===== src/rtl/fifo_burst_reader.sv =====
// Reads a burst of burst_len words from a first-word-fall-through FIFO and
// replays them as a valid/ready stream, marking the final word with m_last.
module fifo_burst_reader #(
  parameter int DATA_WIDTH = 8,
  parameter int LEN_WIDTH  = 4
) (
  input  logic                  clk,
  input  logic                  reset,
  input  logic                  start,
  input  logic [LEN_WIDTH-1:0]  burst_len,
  input  logic                  empty,
  input  logic [DATA_WIDTH-1:0] r_data,
  output logic                  rd,
  output logic [DATA_WIDTH-1:0] m_data,
  output logic                  m_valid,
  input  logic                  m_ready,
  output logic                  m_last,
  output logic                  busy,
  output logic                  done
);

  typedef enum logic [1:0] {IDLE, RUN, FLUSH, DONE} state_t;

  state_t                state_q, state_d;
  logic [LEN_WIDTH-1:0]  remaining_q, remaining_d;
  logic [DATA_WIDTH-1:0] m_data_q, m_data_d;
  logic                  m_valid_q, m_valid_d;
  logic                  m_last_q, m_last_d;
  logic                  busy_q, busy_d;
  logic                  done_q, done_d;
  logic                  xfer;

  // A pop is only allowed when the output register is free or draining this cycle.
  assign rd = ~reset & (state_q == RUN) & (remaining_q != '0) & ~empty &
              (~m_valid_q | m_ready);
  assign xfer = m_valid_q & m_ready;

  always_comb begin
    state_d     = state_q;
    remaining_d = remaining_q;
    m_data_d    = m_data_q;
    m_valid_d   = m_valid_q;
    m_last_d    = m_last_q;

    if (rd) begin
      m_data_d    = r_data;
      m_valid_d   = 1'b1;
      m_last_d    = (remaining_q == LEN_WIDTH'(1));
      remaining_d = remaining_q - 1'b1;
    end else if (xfer) begin
      m_valid_d = 1'b0;
      m_last_d  = 1'b0;
    end

    case (state_q)
      IDLE: begin
        if (start) begin
          if (burst_len != '0) begin
            remaining_d = burst_len;
            state_d     = RUN;
          end else begin
            state_d = DONE;
          end
        end
      end
      RUN: begin
        if (rd && (remaining_q == LEN_WIDTH'(1))) begin
          state_d = FLUSH;
        end
      end
      FLUSH: begin
        if (xfer && m_last_q) begin
          state_d = DONE;
        end
      end
      DONE: begin
        state_d = IDLE;
      end
      default: begin
        state_d = IDLE;
      end
    endcase

    busy_d = (state_d != IDLE);
    done_d = (state_d == DONE);
  end

  always_ff @(posedge clk) begin
    if (reset) begin
      state_q     <= IDLE;
      remaining_q <= '0;
      m_data_q    <= '0;
      m_valid_q   <= 1'b0;
      m_last_q    <= 1'b0;
      busy_q      <= 1'b0;
      done_q      <= 1'b0;
    end else begin
      state_q     <= state_d;
      remaining_q <= remaining_d;
      m_data_q    <= m_data_d;
      m_valid_q   <= m_valid_d;
      m_last_q    <= m_last_d;
      busy_q      <= busy_d;
      done_q      <= done_d;
    end
  end

  assign m_data  = m_data_q;
  assign m_valid = m_valid_q;
  assign m_last  = m_last_q;
  assign busy    = busy_q;
  assign done    = done_q;

  // A held word must not change while the consumer is stalling it.
  assert property (@(posedge clk) disable iff (reset) rd |-> !empty);
  assert property (@(posedge clk) disable iff (reset)
    (m_valid && !m_ready) |=> (m_valid && $stable(m_data) && $stable(m_last)));

endmodule

===== config.mk =====
export PLATFORM = sky130hd
export DESIGN_NAME = fifo_burst_reader
export DESIGN_NICKNAME = d
export VERILOG_FILES = /design/src/rtl/fifo_burst_reader.sv
export SDC_FILE = /design/constraint.sdc
export NUM_CORES = 1
export LEC_CHECK = 0
export ABC_AREA = 1
export BUFFER_PORTS_ARGS = -buffer_cell sky130_fd_sc_hd__buf_2
export CAP_MARGIN = 20
export CORE_MARGIN = 3
export CORE_UTILIZATION = 52
export DETAILED_ROUTE_END_ITERATION = 12
export PLACE_DENSITY = 0.93
export SYNTH_ARGS = -nofsm -noshare
export SYNTH_HDL_FRONTEND = slang
export SYNTH_SLANG_ARGS = --single-unit
export TNS_END_PERCENT = 1

===== constraint.sdc =====
create_clock -name clk -period 3.35 [get_ports clk]
set_clock_uncertainty 0.15 [all_clocks]
set_input_delay 0.1675 -clock clk [delete_from_list [all_inputs] [get_ports clk]]
set_output_delay 0.1675 -clock clk [all_outputs]
set_load 0.01 [all_outputs]

# Yosys cells after proc, flatten, opt, wreduce, memory -nomap -nowiden

Cells that the tools add are included.

$add $sub $neg: 1
Eq/ne operators: 5
Multiplexer cells: 12
Bitwise gates (word level): 9
Reduce and logical (&&, ||, !) cells: 7

Operators by type and width:

| operator                                             | number |
|---|---|
| two-way mux 4 bit                                    | 4 |
| two-way mux 2 bit                                    | 4 |
| one-hot mux 2 bit (4 select lines)                   | 1 |
| nonzero test 4 bit                                   | 2 |
| equality test 2 bit (second input constant)          | 3 |
| bitwise AND 1 bit                                    | 5 |
| equality test 4 x 1 -> 1 bit (second input constant) | 1 |
| nonzero test 2 bit                                   | 2 |
| subtractor 4 x 1 -> 4 bit (second input constant)    | 1 |
| two-way mux 1 bit                                    | 3 |
| NOT 1 bit                                            | 3 |
| equality test 2 x 1 -> 1 bit (second input constant) | 1 |
| logical AND 1 bit                                    | 2 |
| zero test 2 bit                                      | 1 |
| bitwise OR 1 bit                                     | 1 |

Register bits after elaboration: 18
Bits of input ports: 17
Output and inout bits: 13
Logic and storage cells: 41

# Longest topological paths before layout

Depth in word-level cells: 9
Mapped depth: 10
Depth with buffers taken out: 10

# Least setup slack after synthesis

No wires, ideal clock.

Path kind: reg2reg
Start: reg remaining_q[1]
End: reg m_data_q[0] (netlist: m_data[0])
Data arrival time: 1.173 ns
Required time: 3.066 ns
Slack: 1.893 ns
Stages on the path, launching flop included: 8
Path buffers: 0
Path through: dfxtp_1 -> inv_1 -> ha_1 -> nand3_1 -> nand3_2 -> clkinv_1 -> nand2_1 -> a21oi_1

Cells in the longest elaborated chain, start to end: 4

Ends and longest elaborated chain:

| element                        | line | RTL |
|---|---|---|
| start, declared                | 25   | `logic [LEN_WIDTH-1:0] remaining_q, remaining_d;` |
| start signal, assigned         | 99   | `remaining_q <= remaining_d;` |
| nonzero test 4 bit             | 34   | `assign rd = ~reset & (state_q == RUN) & (remaining_q != '0) & ~empty &` |
| bitwise AND 1 bit (3 in a row) | 34   |  |
| net rd                         | 13   | `output logic rd,` |
| end signal, assigned           | 100  | `m_data_q <= m_data_d;` |
| end, declared                  | 26   | `logic [DATA_WIDTH-1:0] m_data_q, m_data_d;` |

The timed path passes the listed nets, and every way through them passes these cells.
A chain may end at the register's enable or synchronous reset.

# Worst setup path after layout

Start: reg remaining_q[1]
End: out rd

Cells in the longest elaborated chain, start to end: 4

Ends and longest elaborated chain:

| element                        | line |
|---|---|
| nonzero test 4 bit             | 34 |
| bitwise AND 1 bit (3 in a row) | 34 |
| end, declared                  | 13 |

No other way between the ends.

==> flow_summary_export.csv <==
group,metric,value,unit
synthesis,syn-num-nets,145,
synthesis,synthAdderAreaFrac,0.02809,
finish,syn_to_final_growth,30.90,%
place,io_buffers,29,
worst_setup_path,slowest_stage,"dfxtp_1",
timing,fin_setup_tns,0,ns
hold_path,hold_class,"input pin to flip-flop",
worst_setup_path,crit_fanout,13,
synthesis,synth_top_family_by_area,"simple AND/OR/NAND/NOR gates",
grt,grt_max_degree,17,
power,clock_power_share,0.310,
die,fp-row-count,14,
synthesis,yosysUniqueCellTypes,19,
hold_path,hold_depth,3,
routing,num_vias,964,
worst_setup_path,crit_path_max_incr_delay,0.33,ns
cts,cts_max_path_buffers,2,
routing,dr.pass1.iters,4,
timing,relSlewSlack,0.6771,
routing,final_antenna_net_count,0,
routing,routedWlPerCell,13.60,µm
finish,antennaDiodeCount,0,
synthesis,yosys.area_share.xor_xnor,0,
grt,grt_remaining_overflow,0,
cts,clkLatencyLatePin,0.30,ns
worst_setup_path,cp.required,3.03,ns
routing,dr.first_iter.drc_count,27,
worst_setup_path,cp-end-kind,"output pin",
power,p_leak,0.5584,nW
worst_setup_path,reg2reg_to,"m_data[4]",
cts,cts_resized,0,
worst_setup_path,path_class,"flip-flop to output pin",
power,ir_worst_vdd,0.3278,mV
worst_setup_path,r2r_slack,1.45,ns
timing,finalWorstSetupSlack,1.113,ns
grt,grt_pass1_wl,3843,µm
power,p_int,0.0003235,W
timing,max_freq,0.4470,GHz
hold_path,worstHoldStart,"burst_len[2]",
grt,grt_pass1_vias,865,
die,die_h,47.39,µm
finish,layout_commonest_cell,"nand2_1",
place,gp_congestion,0.8414,
cts,cts_tree,"built",
cts,cts_inserted_buffers,3,
hold_path,holdPathEnd,"remaining_q[2]",
cts,cts-root-buf,"clkbuf_4",
die,die_x,47.39,µm
place,place_worst_setup_slack,1.511,ns
power,switchingPower,0.0001276,W
synthesis,yosys_warnings,0,
die,io_pins,30,
synthesis,netlist_instances,126,
die,coreArea,1559,µm²
die,initial_core_util,0.5714,
routing,vias_per_cell,5.297,
worst_setup_path,start_kind,"flip-flop",
cts,htreeDepth,1,
place,hpwlAfterDp,1563,µm
die,fp.dieArea,2246,µm²
timing,final-setup-viol-count,0,
worst_setup_path,crit_chain,"inv_1, ha_1, nand3_1, nand3_2, clkinv_1, buf_2",
finish,layout-drive-gt1-share,0.2831,
place,dp.cells,168,
power,pwr-share-comb,0.186,
worst_setup_path,rr_startpoint,"remaining_q[1]",
routing,drc,0,
power,power_density,386.8,nW/µm²
power,swShare,0.2829,
synthesis,synth_compound_area_frac,0.08287,
finish,stdcell_count,182,
timing,worst_pin_slew,0.4826,ns
grt,grt.total_usage,0.2397,
synthesis,yosys.area_share.simple,0.3820,
cts,path_clk_slew,0.11,ns
synthesis,synth_mux_area_frac,0,
finish,layout_common_cells,"42 x nand2_1, 29 x buf_2, 18 x dfxtp_1",
status,status,"finished, final reports clean",
synthesis,synth_seq_cells,18,
worst_setup_path,cp.arrival,1.92,ns
routing,routed_wl,2476,µm
power,p_seq_frac,0.503,
synthesis,avgSynthCellArea,7.070,µm²
timing,rsz0062_at_grt,"no",
run,drv_cap,0,
timing,drv_slew,0,
cts,numClockSinks,18,
timing,post-route-min-period,2.237,ns
grt,antenna_found_initial,0,
timing,final-hold-violation-count,0,
power,p_total,0.0004511,W
synthesis,yosysSeqAreaShare,0.4045,
worst_setup_path,r2r_cells,7,
synthesis,synth_area,890.9,µm²
timing,post-route-period-util,0.6679,
finish,nets,186,
flip-flops by register name, indices dropped and copies added (netlist names):
register / flops
busy: 1
m_data: 8
remaining_q: 4
state_q: 2
done: 1
m_valid: 1
m_last: 1
power by group through the flow:
stage	combinational, W	sequential [W]	clock (W)
after floorplan	0.0000493	0.000233	0
after global placement	0.0000691	0.000231	0
after detailed placement	0.0000718	0.000232	0
after CTS	0.0000806	0.000227	0.000134
after global routing	0.0000930	0.000228	0.000145
final	0.0000840	0.000227	0.000140
routing by layer:
| metal | share of wire | wire, µm | vias up | GRT usage |
|---|---|---|---|---|
| li1 | - | - | 474 | - |
| met1 | 0.40 | 988 | 437 | 0.3095 |
| met2 | 0.52 | 1282 | 45 | 0.3984 |
| met3 | 0.065 | 162 | 8 | 0.04598 |
| met4 | 0.018 | 44 | 0 | 0.07735 |
| met5 | 0 | 0 | - | 0 |
cell usage after synthesis:
library cell	number	area (µm²)
dfxtp_1	18	360.4
nand2_2	2	12.51
clkinv_1	1	3.750
ha_1	2	25.02
nand3_2	3	30.03
nor2_1	8	30.03
inv_1	13	48.80
clkinv_4	1	8.760
a21oi_2	1	8.760
a21oi_1	13	65.06
nor2_2	4	25.02
nor2_4	1	11.26
nand2_4	1	11.26
inv_2	1	3.750
nand3_1	11	55.05
nor3b_1	1	7.510
clkbuf_1	1	3.750
nand2_1	42	157.7
buf_6	2	22.52
cell type report:
| class | instances | area, µm² |
|---|---|---|
| clock buffer | 4 | 36.28 |
| fill | 101 | 392.9 |
| inverter | 16 | 65.06 |
| multi-input combinational | 89 | 439.2 |
| sequential | 18 | 360.3 |
| tap | 16 | 20.02 |
| timing repair buffer | 39 | 245.2 |
stage by stage:
step	hold slack (ns)	utilization	cell area [µm²]
after global placement	0.2699	0.6605	1030
after global routing	0.02855	0.7480	1166
after CTS	0.004094	0.7416	1156
after floorplan	0.1600	-	890.9
after detailed placement	0.2802	0.6605	1030
final	0.0007896	0.7480	1166
kinds of logic after synthesis:
group           after synthesis
simple gates                 73
buf+inv                      19
flops                        18
compound gates               14
fa+ha+maj                     2
what timing repair did:
action	in CTS	in global routing
setup buffers	0	0
hold endpoints to repair	9	1
hold buffers	9	1
worst max-delay path: cells and delay by family (launching register included):
| family | cells | cell delay (ns) |
|---|---|---|
| fa+ha+maj | 1 | 0.22 |
| buf+inv | 3 | 0.70 |
| flops | 1 | 0.33 |
| simple gates | 2 | 0.36 |
worst max-delay path by stage:
stage / start / to / cells past startpoint
after floorplan: remaining_q[1] / m_data[0] / 7
after global placement: remaining_q[1] / rd / 6
after detailed placement: remaining_q[1] / rd / 6
after CTS: remaining_q[1] / rd / 6
after global routing: remaining_q[1] / rd / 6
final: remaining_q[1] / rd / 6
Note: power is estimated with default switching activity, not from simulation.
